## src/rtl/pueo_trig_pkg.sv

```systemverilog
// pueo_trig_pkg: shared state enum, default buffer count and readout word layout for the trigger scheduler
package pueo_trig_pkg;
  localparam int NBUF_DEFAULT = 4;
  typedef enum logic [1:0] {
    ST_STOPPED = 2'd0,
    ST_RUN     = 2'd1,
    ST_DRAIN   = 2'd2
  } trig_state_t;
  typedef struct packed {
    logic [15:0] event_no;
    logic [15:0] trig_time;
  } trig_tdata_t;
endpackage

```

## src/rtl/trig_sched_fifo.sv

```systemverilog
// trig_sched_fifo: synchronous first-word-fall-through queue, head word driven to zero while empty
module trig_sched_fifo #(
  parameter int DEPTH = 4,
  parameter int WIDTH = 32
) (
  input  logic             aclk_i,
  input  logic             aresetn_i,
  input  logic             flush,
  input  logic             wr_en,
  input  logic [WIDTH-1:0] wr_data,
  input  logic             rd_en,
  output logic [WIDTH-1:0] rd_data,
  output logic             not_empty
);
  localparam int AW = $clog2(DEPTH);
  logic [WIDTH-1:0] mem [DEPTH];
  logic [AW-1:0] wr_ptr, rd_ptr;
  logic [AW:0] count;
  logic wr, rd;
  assign wr = wr_en && count != (AW+1)'(DEPTH);
  assign rd = rd_en && not_empty;
  assign not_empty = count != '0;
  assign rd_data = not_empty ? mem[rd_ptr] : '0;
  // pointer and occupancy bookkeeping; flush empties the queue in one cycle
  always_ff @(posedge aclk_i or negedge aresetn_i) begin
    if (!aresetn_i) begin
      wr_ptr <= '0;
      rd_ptr <= '0;
      count  <= '0;
    end else if (flush) begin
      wr_ptr <= '0;
      rd_ptr <= '0;
      count  <= '0;
    end else begin
      if (wr) wr_ptr <= wr_ptr + AW'(1);
      if (rd) rd_ptr <= rd_ptr + AW'(1);
      count <= count + (AW+1)'(wr) - (AW+1)'(rd);
    end
  end
  // storage needs no reset because the head is gated by occupancy
  always_ff @(posedge aclk_i) begin
    if (wr) mem[wr_ptr] <= wr_data;
  end
endmodule

```

## src/rtl/trig_scheduler.sv

```systemverilog
// trig_scheduler: accepts triggers against free readout buffers and streams {event_no, trig_time}; TRIG_HOLDOFF_EN adds a minimum trigger spacing
module trig_scheduler
  import pueo_trig_pkg::*;
#(
  parameter int NBUF    = NBUF_DEFAULT,
  parameter int HOLDOFF = 64
) (
  input  logic        aclk_i,
  input  logic        aresetn_i,
  input  logic        run_rst_i,
  input  logic        run_stop_i,
  input  logic [15:0] trig_time_i,
  input  logic        trig_time_valid_i,
  input  logic        buf_done_i,
  output logic [31:0] m_axis_tdata,
  output logic        m_axis_tvalid,
  input  logic        m_axis_tready,
  output logic        running_o,
  output logic        busy_o,
  output logic [15:0] trig_num_o,
  output logic [15:0] drop_cnt_o
);
  localparam int FW = $clog2(NBUF) + 1;
  localparam logic [FW-1:0] FREE_MAX = FW'(NBUF);
  if (NBUF < 2 || NBUF > 16 || (NBUF & (NBUF - 1)) != 0) begin : g_bad_nbuf
    $error("trig_scheduler: NBUF must be a power of 2 in 2..16");
  end
  if (HOLDOFF < 1) begin : g_bad_holdoff
    $error("trig_scheduler: HOLDOFF must be at least 1");
  end
  trig_state_t state, state_nx;
  logic [FW-1:0] free_cnt;
  logic [15:0] trig_num, drop_cnt;
  logic hold_ok, acc, rej, buf_inc, fifo_valid;
  trig_tdata_t entry;
  assign acc = trig_time_valid_i && !run_rst_i && state == ST_RUN && free_cnt != '0 && hold_ok;
  assign rej = trig_time_valid_i && !run_rst_i && state == ST_RUN && !acc;
  assign buf_inc = buf_done_i && free_cnt != FREE_MAX;
  assign entry = {trig_num, trig_time_i};
  assign running_o = state == ST_RUN;
  assign busy_o = free_cnt == '0;
  assign trig_num_o = trig_num;
  assign drop_cnt_o = drop_cnt;
  assign m_axis_tvalid = fifo_valid;
`ifdef TRIG_HOLDOFF_EN
  localparam int HW = $clog2(HOLDOFF + 1);
  logic [HW-1:0] hold_cnt;
  // holdoff window restarts on every accepted trigger
  always_ff @(posedge aclk_i or negedge aresetn_i) begin
    if (!aresetn_i) hold_cnt <= '0;
    else if (run_rst_i) hold_cnt <= '0;
    else if (acc) hold_cnt <= HW'(HOLDOFF - 1);
    else if (hold_cnt != '0) hold_cnt <= hold_cnt - HW'(1);
  end
  assign hold_ok = hold_cnt == '0;
`else
  assign hold_ok = 1'b1;
`endif
  // run control state register
  always_ff @(posedge aclk_i or negedge aresetn_i) begin
    if (!aresetn_i) state <= ST_STOPPED;
    else state <= state_nx;
  end
  // run/stop/drain sequencing; a trigger accepted with the stop still needs draining
  always_comb begin
    state_nx = state;
    if (run_rst_i) state_nx = run_stop_i ? ST_STOPPED : ST_RUN;
    else if (state == ST_RUN && run_stop_i) state_nx = (fifo_valid || acc) ? ST_DRAIN : ST_STOPPED;
    else if (state == ST_DRAIN && !fifo_valid) state_nx = ST_STOPPED;
  end
  // free-buffer accounting plus event and drop counters
  always_ff @(posedge aclk_i or negedge aresetn_i) begin
    if (!aresetn_i) begin
      free_cnt <= FREE_MAX;
      trig_num <= '0;
      drop_cnt <= '0;
    end else if (run_rst_i) begin
      free_cnt <= FREE_MAX;
      trig_num <= '0;
      drop_cnt <= '0;
    end else begin
      free_cnt <= free_cnt - FW'(acc) + FW'(buf_inc);
      if (acc) trig_num <= trig_num + 16'd1;
      if (rej && drop_cnt != 16'hFFFF) drop_cnt <= drop_cnt + 16'd1;
    end
  end
  trig_sched_fifo #(.DEPTH(NBUF), .WIDTH(32)) u_fifo (
    .aclk_i    (aclk_i),
    .aresetn_i (aresetn_i),
    .flush     (run_rst_i),
    .wr_en     (acc),
    .wr_data   (entry),
    .rd_en     (m_axis_tready),
    .rd_data   (m_axis_tdata),
    .not_empty (fifo_valid)
  );
endmodule
```

## config.mk

```make
export PLATFORM = sky130hd
export DESIGN_NAME = trig_scheduler
export DESIGN_NICKNAME = d
export VERILOG_FILES = /design/src/rtl/pueo_trig_pkg.sv /design/src/rtl/trig_sched_fifo.sv /design/src/rtl/trig_scheduler.sv
export SDC_FILE = /design/constraint.sdc
export NUM_CORES = 1
export LEC_CHECK = 0
export CORE_ASPECT_RATIO = 1.1
export CORE_MARGIN = 2
export CORE_UTILIZATION = 55
export DETAILED_ROUTE_END_ITERATION = 7
export GPL_ROUTABILITY_DRIVEN = 0
export HOLD_SLACK_MARGIN = 0.12
export PLACE_DENSITY_LB_ADDON = 0.1
export SETUP_SLACK_MARGIN = 0.4
export SYNTH_ARGS = -nofsm -noshare
export SYNTH_HDL_FRONTEND = slang
export SYNTH_SLANG_ARGS = --single-unit
export TNS_END_PERCENT = 5
```

## constraint.sdc

```tcl
create_clock -name aclk_i -period 3.06 [get_ports aclk_i]
set_input_delay 0.918 -clock aclk_i [delete_from_list [all_inputs] [get_ports aclk_i]]
set_output_delay 0.918 -clock aclk_i [all_outputs]
set_load 0.01 [all_outputs]
```

# Word level (Yosys, flattened, before mapping)
# Memory sizes are Yosys's and may differ from the RTL's.
# Cells that the tools add are included.
# classes
addsub	8
eq_ne	5
n_mux	18
n_reduce_logical	22
# ops
operator	count
$mux W16	4
$add A16 B1 Y16 const B	2
$mux W32	1
$mux W2	8
$ne A16 B16 Y1 const B	1
$logic_and A1 B1 Y1	10
$reduce_bool A3 Y1	3
$reduce_bool A2 Y1	4
$add A3 B1 Y3	2
$mux W3	2
$ne A3 B3 Y1 const B	2
$sub A3 B1 Y3	2
$add A2 B1 Y2 const B	2
$logic_not A1 Y1	3
$logic_not A3 Y1	1
$mux W1	3
$eq A2 B1 Y1 const B	1
$eq A2 B2 Y1 const B	1
$logic_or A1 B1 Y1	1
# totals
reg_bits	44
ramBits	128
input_bits	23
out_inout_bits	67
wordCells	61
n_memories	1
# mem_list
memory	words	width	rd	rd_ports_with_merged_regs	wr	line	rtl
u_fifo.mem	4	32	1	0	1	trig_sched_fifo.sv:16	logic [WIDTH-1:0] mem [DEPTH];

# Logic depth before layout (Yosys ltp)
# depth
ltp_word	9
mapped_depth	14
mapped_depth_nobuf	11

# By module
# From an unflattened synthesis, not the netlist that was laid out.
# hier_totals
hier_cells	472
area_unflattened_um2	7335.8
# by_module_without_submodules
module	instances	cells_per_inst	area_per_inst_um2	seq_area_each_um2
trig_sched_fifo	1	250	5300.1	4018.9
trig_scheduler	1	222	2035.7	927.1

# Least setup slack after synthesis
# OpenSTA, ideal clock, no wires.
# synth_path
kind	input port to flip-flop
startpoint	input port trig_time_valid_i
endpoint	memory u_fifo.mem[1][0] (enable)
setup_time_ns	0.392
t_arrival_ns	2.578
required_ns	2.668
slack_ns	0.090
cell_stages	3
path_buffers	0
cell_sequence	nand3b_1 > a2111oi_2 > and2_1
# synth_via
elab_chain_len	6
# synth_rtl
element	line	rtl
from (decl)	trig_scheduler.sv:13	input logic trig_time_valid_i,
$logic_and A1 B1 Y1 (3 in a row)	trig_scheduler.sv:36	assign acc = trig_time_valid_i && !run_rst_i && state == ST_RUN && free_cnt != '0 && hold_ok;
$logic_and A1 B1 Y1	trig_sched_fifo.sv:20	assign wr = wr_en && count != (AW+1)'(DEPTH);
$mux W1	trig_sched_fifo.sv:42	if (wr) mem[wr_ptr] <= wr_data;
$mux W1 (implied by the code)	trig_sched_fifo.sv:42	
to (decl)	trig_sched_fifo.sv:16	
# No other way between the ends.

# Worst setup path after layout
# layout_path
startpoint	register u_fifo.rd_ptr[0]
endpoint	output port m_axis_tdata[7]
# layout_via
elab_chain_len	2
# layout_rtl
element	line	rtl
from (decl)	trig_sched_fifo.sv:17	logic [AW-1:0] wr_ptr, rd_ptr;
from (signal assigned)	trig_sched_fifo.sv:36	if (rd) rd_ptr <= rd_ptr + AW'(1);
$mem_v2 Z4 W32	--	
$mux W32	trig_sched_fifo.sv:23	assign rd_data = not_empty ? mem[rd_ptr] : '0;
to (decl)	trig_scheduler.sv:15	output logic [31:0] m_axis_tdata,
# No other way between the ends.

==> metrics.cfg <==
[route]
ant_nets = 0
wl_per_cell_um = 19.8
drc = 0
vias = 4396
drt_pass1_iterations = 5
vias_per_cell = 5.87
routed_wl_mm = 14.9
drt_iter0_markers = 305

[critical_path]
cp_cell_sequence = buf_6 > buf_12 > buf_16 > mux4_2 > and2_4 > buf_6
critical_path_class = reg -> out
cp_common_cell = buf_6
path_buf_inv = 4
cp_top_family = multiplexers
start_kind = register
cp_max_fo = 6
cp_slowest_cell = mux4_2
worstSetupEndpointType = output pin
cp.required_ns = 2.14
arrival_ns = 1.98
slowest_delay_ns = 0.52

[die]
die_x_um = 114
start_util_pct = 55.8
top_level_ports = 90
die_y_um = 125
core_area_um2 = 13000
dieArea_um2 = 14200
rows = 44

[finish]
layout_common_cells = edfxtp_1, clkdlybuf4s50_1, dfrtp_1
layout.nets = 610
layout-drive-gt1-share_pct = 20.6
area.growth.synth_to_final_pct = 27.4
antenna_cells = 0
nFillCells = 877
mostFrequentLayoutCell = edfxtp_1
instances_no_fill = 749

[power_and_ir_drop]
leakage_uw = 0.00329
power_frac_seq_pct = 39.3
p_sw_share_pct = 24.9
pwr-share-clk_pct = 35.0
combPwrFrac_pct = 25.7
power_density_nw_per_um2 = 725
peakVddDrop_mv = 0.404
internal_power_uw = 5050
switchingPower_uw = 1670

[sta]
skew_ns = 0.00801
rsz0062_at_grt = true
finalSetupViolCount = 0
period_needed_ns = 2.90
finalCritPeriodShare_pct = 94.8
slew_violations = 0
hold_viol = 0
fmax_ghz = 0.345
max_slew_margin_pct = 61.6
tightestPinTransition_ns = 0.576
hold_slack_ns = 0.476

[clocking]
clock-sinks = 172
insertion_delay_ns = 0.42
clk_path_buf_depth = 2
htreeDepth = 4
numCtsBuffers = 17
holdBufCountCts = 0
clk_pin_slew_ns = 0.06
cts-root-buf = clkbuf_16
cts_tree = done

[synth]
syn_nets = 498
synth-seq-area-share_pct = 67.9
syn_area_um2 = 7280
synth_cells = 463
avgSynthCellArea_um2 = 15.7
synth-seq-cells = 172
synth_cell_types = 41
ys_warn_count = 0

[placed_design]
portBuffers = 89
place_hpwl_mm = 8.93
place_inst = 711

[global_routing]
grt_antenna_before_repair = 0
gr-usage-met1_pct = 30.3
grt_max_degree = 49
grt_use_met3_pct = 4.96
busiest_layer = met2
grt_pass1_wl_mm = 24.4
grt_use_met2_pct = 38.0
grt_pass1_vias = 4523
grt_usage_pct = 22.9
overflow = 0

[status]
status = finished clean

[min_path]
hp-class = in -> async

[run]
drv_cap = 0

-- flip-flops by register name, indices dropped and copies added (netlist names) --
name	cells
u_fifo.wr_ptr	2
state	2
drop_cnt_o	16
u_fifo.count	3
u_fifo.rd_ptr	2
trig_num_o	16
u_fifo.mem	128
free_cnt	3
-- cells by family (layout without fill, tap and decap cells) --
logic type      count (synthesis)  after routing  synth area share (%)
fa+ha+maj                      12             12                  2.27
flops                         172            172                  67.9
mux                            36             36                  10.5
buf+inv                        34            159                  1.79
compound gates                 52             52                  4.38
xor+xnor                       13             13                  1.56
simple gates                  144            144                  11.6
-- synth_stat cells, drive strengths merged --
library cell | number | share of area (%)
edfxtp | 128 | 53
ha | 10 | 1.7
nor3 | 1 | 0.069
xnor2 | 7 | 0.84
and3b | 1 | 0.12
nor4 | 2 | 0.17
a41oi | 1 | 0.12
nand4 | 10 | 0.86
or3 | 9 | 0.77
buf | 5 | 0.29
dfrtp | 43 | 15
nand4b | 1 | 0.12
mux2i | 1 | 0.14
inv | 10 | 0.52
mux4 | 32 | 9.9
nand3 | 10 | 0.69
xor2 | 6 | 0.72
a21oi | 23 | 1.6
fa | 2 | 0.55
a2111oi | 1 | 0.21
nand2 | 15 | 0.77
or4 | 14 | 1.4
nor2 | 21 | 1.1
o21a | 1 | 0.10
o41ai | 1 | 0.12
nand2b | 1 | 0.086
a211oi | 1 | 0.10
o21ai | 10 | 0.69
nor2b | 6 | 0.52
clkbuf | 19 | 0.98
a311oi | 1 | 0.12
o31ai | 13 | 1.3
and4 | 5 | 0.60
nand3b | 1 | 0.10
and3 | 4 | 0.34
nor4b | 3 | 0.36
and2 | 40 | 3.4
dfstp | 1 | 0.36
mux2 | 3 | 0.46
-- worst paths after layout --
check / cells after the start / end / from / slack, ns
min reg2reg: 1 / state[0] / state[0] / 0.55
max: 6 / m_axis_tdata[7] / u_fifo.rd_ptr[0] / 0.16
min: 1 / drop_cnt_o[3] / aresetn_i / 0.48
max reg2reg: 11 / u_fifo.count[2] / u_fifo.count[1] / 0.44
max in group asynchronous: 2 / free_cnt[2] / aresetn_i / 1.93
min in group aclk_i: 1 / state[0] / state[0] / 0.55
-- metrics by stage --
stage | area, um^2 | util (%) | setup WS (ns) | setup TNS [ns] | power, uW
2_1_floorplan | 7280 | - | 0.0905 | 0 | 3590
3_3_place_gp | 8530 | 65.4 | 0.00555 | 0 | 4340
3_5_place_dp | 8530 | 65.4 | -0.0484 | -0.117 | 4370
4_1_cts | 9260 | 71.0 | 0.150 | 0 | 6760
5_1_grt | 9280 | 71.1 | 0.0932 | 0 | 7020
6_report | 9280 | 71.1 | 0.161 | 0 | 6720
-- layout make-up --
class,instances,area [um^2],share of cell area (%)
clock buffer,19,433,4.67
clock inverter,13,221,2.39
inverter,10,40.0,0.432
multi-input combinational,257,2220,23.9
sequential,172,4950,53.3
tap,161,201,2.17
timing repair buffer,117,1210,13.1
-- timing repair --
action / 4_1_cts / 5_1_grt
gates resized for setup: 95 / 8
pin swaps: 13 / 0
cloned: 3 / 0
setup buffers: 3 / 0
setup endpoints to repair: 35 / 40
-- per-layer routing --
metal	vias to the layer above	part of all wire [%]	routed length, um
met5	-	0	0
met4	0	1.2	174
met3	11	5.0	737
met2	122	52	7770
met1	2245	42	6170
li1	2018	-	-
-- power by group through the flow --
stage	clock [uW]	combinational [uW]	sequential, uW
after floorplan	0	927	2670
after global placement	0	1660	2680
after detailed placement	0	1680	2690
after CTS	2390	1730	2640
after global routing	2500	1870	2650
final	2350	1730	2640
Power figures use the tool's default switching activity.
